$ cat src/rtl/axi_arb_pkg.sv
// Shared types and constants for the two-master AXI read arbiter.
package axi_arb_pkg;

  typedef enum logic [1:0] {
    IDLE = 2'd0,
    ADDR = 2'd1,
    DATA = 2'd2
  } arb_state_t;

  localparam int M0 = 0;
  localparam int M1 = 1;
  localparam int DEFAULT_LEN_WIDTH = 8;

endpackage

$ cat src/rtl/rr_pick_2.sv
// Two-way round-robin picker: with both requesting, the master that did not own last wins.
module rr_pick_2 (
  input  logic [1:0] req,
  input  logic       last_owner,
  output logic [1:0] pick
);

  always_comb begin
    pick = req;
    if (req == 2'b11) begin
      pick = last_owner ? 2'b01 : 2'b10;
    end
  end

endmodule

$ cat src/rtl/axi_read_arbiter_2to1.sv
// Burst-granular round-robin arbiter sharing one AXI read port (AR + R subsets) between two masters.
module axi_read_arbiter_2to1
  import axi_arb_pkg::*;
#(
  parameter int ADDR_WIDTH = 32,
  parameter int DATA_WIDTH = 32,
  parameter int LEN_WIDTH  = DEFAULT_LEN_WIDTH,
  parameter int CNT_WIDTH  = 16
) (
  input  logic                  clk,
  input  logic                  rst,
  input  logic [ADDR_WIDTH-1:0] m0_araddr,
  input  logic [LEN_WIDTH-1:0]  m0_arlen,
  input  logic                  m0_arvalid,
  output logic                  m0_arready,
  output logic [DATA_WIDTH-1:0] m0_rdata,
  output logic                  m0_rvalid,
  output logic                  m0_rlast,
  input  logic                  m0_rready,
  input  logic [ADDR_WIDTH-1:0] m1_araddr,
  input  logic [LEN_WIDTH-1:0]  m1_arlen,
  input  logic                  m1_arvalid,
  output logic                  m1_arready,
  output logic [DATA_WIDTH-1:0] m1_rdata,
  output logic                  m1_rvalid,
  output logic                  m1_rlast,
  input  logic                  m1_rready,
  output logic [ADDR_WIDTH-1:0] s_araddr,
  output logic [LEN_WIDTH-1:0]  s_arlen,
  output logic                  s_arvalid,
  input  logic                  s_arready,
  input  logic [DATA_WIDTH-1:0] s_rdata,
  input  logic                  s_rvalid,
  input  logic                  s_rlast,
  output logic                  s_rready,
  output logic [1:0]            grant,
  output logic                  busy,
  output logic [CNT_WIDTH-1:0]  m0_burst_cnt,
  output logic [CNT_WIDTH-1:0]  m1_burst_cnt,
  output logic                  len_error
);

  arb_state_t           state;
  logic                 last_owner;
  logic [LEN_WIDTH-1:0] len_q;
  logic [LEN_WIDTH:0]   beat_cnt;
  logic [1:0]           pick;
  logic                 sel;
  logic                 in_addr;
  logic                 in_data;
  logic                 ar_fire;
  logic                 r_fire;
  logic                 len_hit;

  rr_pick_2 u_pick (
    .req        ({m1_arvalid, m0_arvalid}),
    .last_owner (last_owner),
    .pick       (pick)
  );

  assign sel     = grant[M1];
  assign in_addr = (state == ADDR);
  assign in_data = (state == DATA);

  // Handshakes: a transfer happens on a rising edge where valid and ready are both 1;
  // valid never waits on ready, and only the granted master is connected in ADDR/DATA.
  assign s_araddr   = sel ? m1_araddr : m0_araddr;
  assign s_arlen    = sel ? m1_arlen : m0_arlen;
  assign s_arvalid  = in_addr & (sel ? m1_arvalid : m0_arvalid);
  assign m0_arready = in_addr & grant[M0] & s_arready;
  assign m1_arready = in_addr & grant[M1] & s_arready;

  assign m0_rvalid = in_data & grant[M0] & s_rvalid;
  assign m1_rvalid = in_data & grant[M1] & s_rvalid;
  assign m0_rlast  = in_data & grant[M0] & s_rlast;
  assign m1_rlast  = in_data & grant[M1] & s_rlast;
  assign m0_rdata  = (in_data & grant[M0]) ? s_rdata : '0;
  assign m1_rdata  = (in_data & grant[M1]) ? s_rdata : '0;
  assign s_rready  = in_data & (sel ? m1_rready : m0_rready);

  assign ar_fire = s_arvalid & s_arready;
  assign r_fire  = s_rvalid & s_rready;
  // beat_cnt holds the index of the beat being transferred, so the final beat sees len_q.
  assign len_hit = (beat_cnt == {1'b0, len_q});

  always_ff @(posedge clk) begin
    if (rst) begin
      state        <= IDLE;
      grant        <= 2'b00;
      busy         <= 1'b0;
      last_owner   <= 1'b1;
      len_q        <= '0;
      beat_cnt     <= '0;
      m0_burst_cnt <= '0;
      m1_burst_cnt <= '0;
      len_error    <= 1'b0;
    end else begin
      case (state)
        IDLE: begin
          if (pick != 2'b00) begin
            grant <= pick;
            busy  <= 1'b1;
            state <= ADDR;
          end
        end
        ADDR: begin
          if (ar_fire) begin
            len_q    <= sel ? m1_arlen : m0_arlen;
            beat_cnt <= '0;
            state    <= DATA;
          end
        end
        DATA: begin
          if (r_fire) begin
            beat_cnt <= beat_cnt + {{LEN_WIDTH{1'b0}}, 1'b1};
            if (s_rlast) begin
              if (!len_hit) begin
                len_error <= 1'b1;
              end
              if (sel) begin
                m1_burst_cnt <= m1_burst_cnt + {{(CNT_WIDTH-1){1'b0}}, 1'b1};
              end else begin
                m0_burst_cnt <= m0_burst_cnt + {{(CNT_WIDTH-1){1'b0}}, 1'b1};
              end
              last_owner <= sel;
              grant      <= 2'b00;
              busy       <= 1'b0;
              state      <= IDLE;
            end else if (len_hit) begin
              len_error <= 1'b1;
            end
          end
        end
        default: begin
          grant <= 2'b00;
          busy  <= 1'b0;
          state <= IDLE;
        end
      endcase
    end
  end

endmodule
$ cat config.mk
export PLATFORM = sky130hd
export DESIGN_NAME = axi_read_arbiter_2to1
export DESIGN_NICKNAME = d
export VERILOG_FILES = /design/src/rtl/axi_arb_pkg.sv /design/src/rtl/rr_pick_2.sv /design/src/rtl/axi_read_arbiter_2to1.sv
export SDC_FILE = /design/constraint.sdc
export NUM_CORES = 1
export LEC_CHECK = 0
export CAP_MARGIN = 30
export CORE_MARGIN = 2
export CORE_UTILIZATION = 35
export DETAILED_ROUTE_END_ITERATION = 8
export PLACE_DENSITY = 0.83
export SLEW_MARGIN = 20
export SYNTH_ARGS = -nofsm -noshare
export SYNTH_HDL_FRONTEND = slang
export SYNTH_SLANG_ARGS = --single-unit
$ cat constraint.sdc
create_clock -name clk -period 2.8 [get_ports clk]
set_input_delay 0.56 -clock clk [delete_from_list [all_inputs] [get_ports clk]]
set_output_delay 0.56 -clock clk [all_outputs]
set_load 0.05 [all_outputs]
==> reports/metrics.cfg <==
[power_and_ir_drop]
clock_power_share_pct=22.7
combPwrFrac_pct=36.5
p_leak_nw=2.89
seqPwrFrac_pct=40.8
powerDensity_nw_per_um2=288
swShare_pct=34.1
p_int_mw=1.35
ir_drop_v=0.000174
p_sw_mw=0.696

[finish]
synthToLayoutAreaGrowth_pct=92.1
fin_area_um2=7080
drive_gt1_share_pct=25.5
fill_cells=810
nets=826

[timing]
relSlewSlack_pct=60.1
clock_skew_ps=6.13
maxSlewViolCount=0
worst_pin_slew_ps=597
fmax_mhz=409
finalCritPeriodShare_pct=87.3
hold_violations=0
finalWorstSetupSlack_ps=357
rsz0062_at_grt=no
period_needed_ps=2440
setup_viol=0
tns_ps=0

[synth]
synth.mux.area_fraction_pct=13.5
postSynthCellCount=451
syn_area_per_cell_um2=8.17
synthSimpleGateAreaFrac_pct=34.1
synth_top_cells_by_area=dfxtp_1, mux2_2, and3_1
ys_warn_count=0
yosys.area_share.xor_xnor_pct=4.75
yosysUniqueCellTypes=43
synth_top_area_cell=dfxtp_1
synth_compound_area_share_pct=11.4
syn_area_um2=3690
ys_ff_latch=56
synth_top_area_share_pct=30.4
syn-num-nets=575
ys_seq_area_share_pct=30.4
synthAdderAreaFrac_pct=1.02
synth_top_family_by_area=simple AND/OR/NAND/NOR gates

[floorplan]
core_um2=10300
start_util_pct=35.9
die_h_um=107
dieArea_um2=11400
rows=37
dieWidth_um=107
io_pins=269

[routing]
wl_per_cell_um=19.0
drc=0
wl_met3_mm=1.56
vias_per_cell=5.40
wirelength_mm=16.0
met2RoutedLength_mm=7.15
vias=4537
firstDrtPassIters=4
postRouteAntennaNets=0
wl_met1_mm=7.08
routed.top_layer=met5
drtIter0Drc=220

[clock_tree]
cts_made_buffers=5
cts_buffer_depth=2
cts_hold_buf=0
cts_tree=built
post_cts_buffers=0
clk_latency_ps=310
post_cts_resized=0
cts_max_level=2
path_clk_slew_ps=90
cts_root_buf=clkbuf_8
clock_sinks=56

[worst_setup_path]
timing_worst_setup_path_type=primary input to output port
crit_required_ps=2240
critical_path.startpoint_type=primary input
crit_path_top_delay_cell=clkdlybuf4s50_1
cp.arrival_ps=1880
cp_top_family=buffers and inverters
crit_cells=5
r2r_cells=5
crit_fanout=8
cp.buffers_inverters=3
end_kind=output port
cp_slowest_stage_delay_ps=600
reg2reg_setup_slack_ps=710
crit_chain=clkdlybuf4s50_1 -> mux2i_2 -> buf_4 -> nor2_1 -> buf_12

[grt]
grt_util_all_layers_pct=27.3
overflow=0
grt_pass1_wl_mm=24.2
grt_pass1_vias=4392
antenna_found_initial=1
grt_max_degree=75

[outcome]
status=finished clean

[placed_design]
place_area_um2=6980
post-dp-hpwl_mm=13.0
gp_congestion=0.968
post-place-ws_ps=138
io_buffer_count=268

[hold_path]
min_path_cells=2
hold_class=register to register

[run]
cap_violations=0

## power by group through the flow
| stage | Clock (mW) | Sequential (mW) | Combinational, mW |
|---|---|---|---|
| after floorplan | 0 | 0.851 | 0.384 |
| after global placement | 0 | 0.851 | 0.732 |
| after detailed placement | 0 | 0.851 | 0.741 |
| after CTS | 0.467 | 0.832 | 0.745 |
| after global routing | 0.496 | 0.835 | 0.775 |
| final | 0.464 | 0.832 | 0.745 |
## area by class of cell
class / instances / area, um2 / area share (%)
clock buffers: 7 / 86.3 / 1.22
multi-input cells: 352 / 2390 / 33.8
clock inverters: 1 / 7.51 / 0.106
well taps: 136 / 170 / 2.40
diodes: 1 / 2.50 / 0.0353
inverters: 9 / 33.8 / 0.477
flip-flops and latches: 56 / 1120 / 15.9
repair buffers: 278 / 3260 / 46.1
## cells by family (layout without fill, tap and decap cells)
kind of cell,after synthesis,after routing
AOI/OAI and AO/OA,74,74
and+or+nand+nor,211,211
other,0,1
xor gates and xnor gates,20,20
adders and majority gates,3,3
buffers and inverters,43,295
muxes,44,44
DFF,56,56
## cells in the final DEF (no fill, tap or decap), types with 8 or more instances in the layout
cell type and instances:
o31ai_1 8, mux2_2 42, clkdlybuf4s50_1 155, nand4_1 11
nand3_1 17, dfxtp_1 55, or3_1 15, buf_12 63
nand2_1 31, buf_4 60, o21ai_0 18, a21oi_1 39
nor2_1 21, inv_1 9, or4_1 10, and3_1 69
xor2_1 13
## cells in the mapped netlist, drive strengths merged
library cell / n
xnor2: 7
nor3: 7
and2: 3
a32o: 2
buf: 10
or3: 15
o21bai: 1
or4: 10
clkbuf: 24
a21oi: 39
nand2b: 2
nand4b: 4
and4: 6
or4b: 3
o2bb2ai: 1
o31ai: 8
nand4: 11
and3b: 3
and4b: 1
nand2: 31
nand3: 17
mux2: 42
a32oi: 1
nor2b: 1
nand3b: 2
mux2i: 2
inv: 9
nor2: 21
nor4: 5
xor2: 13
a22oi: 1
and3: 69
dfxtp: 56
ha: 3
a21boi: 3
o21ai: 18
## metal layers
metal	global-route usage, %	vias up
li1	-	2160
met1	38.3	2147
met2	41.8	213
met3	8.63	15
met4	4.64	2
met5	0	-
## sequential cells by signal, indices dropped and copies added, names as in the netlist
signal	flops
m1_burst_cnt	16
beat_cnt	9
len_error	1
m0_burst_cnt	16
grant	2
state	2
last_owner	1
len_q	8
busy	1
## final timing paths
kind | start | to
hold / removal | len_q[1] | len_q[1]
setup reg to reg | m0_burst_cnt[0] | m0_burst_cnt[14]
setup / recovery | m0_rready | s_rready
hold reg to reg | len_q[1] | len_q[1]
## tightest hold or removal path, cell delays in order (launching register included)
cell     delay [ps]
dfxtp_1         330
nand2_1          50
a21oi_1          50
## per-stage QoR
step	power (mW)	hold WS, ps	util (%)	std cells
finish	2.04	474	68.9	840
CTS	2.04	475	68.9	839
floorplan	1.24	448	-	451
global placement	1.58	462	68.0	831
detailed placement	1.59	462	68.0	831
global route	2.11	495	68.9	839
Power figures use the tool's default switching activity.
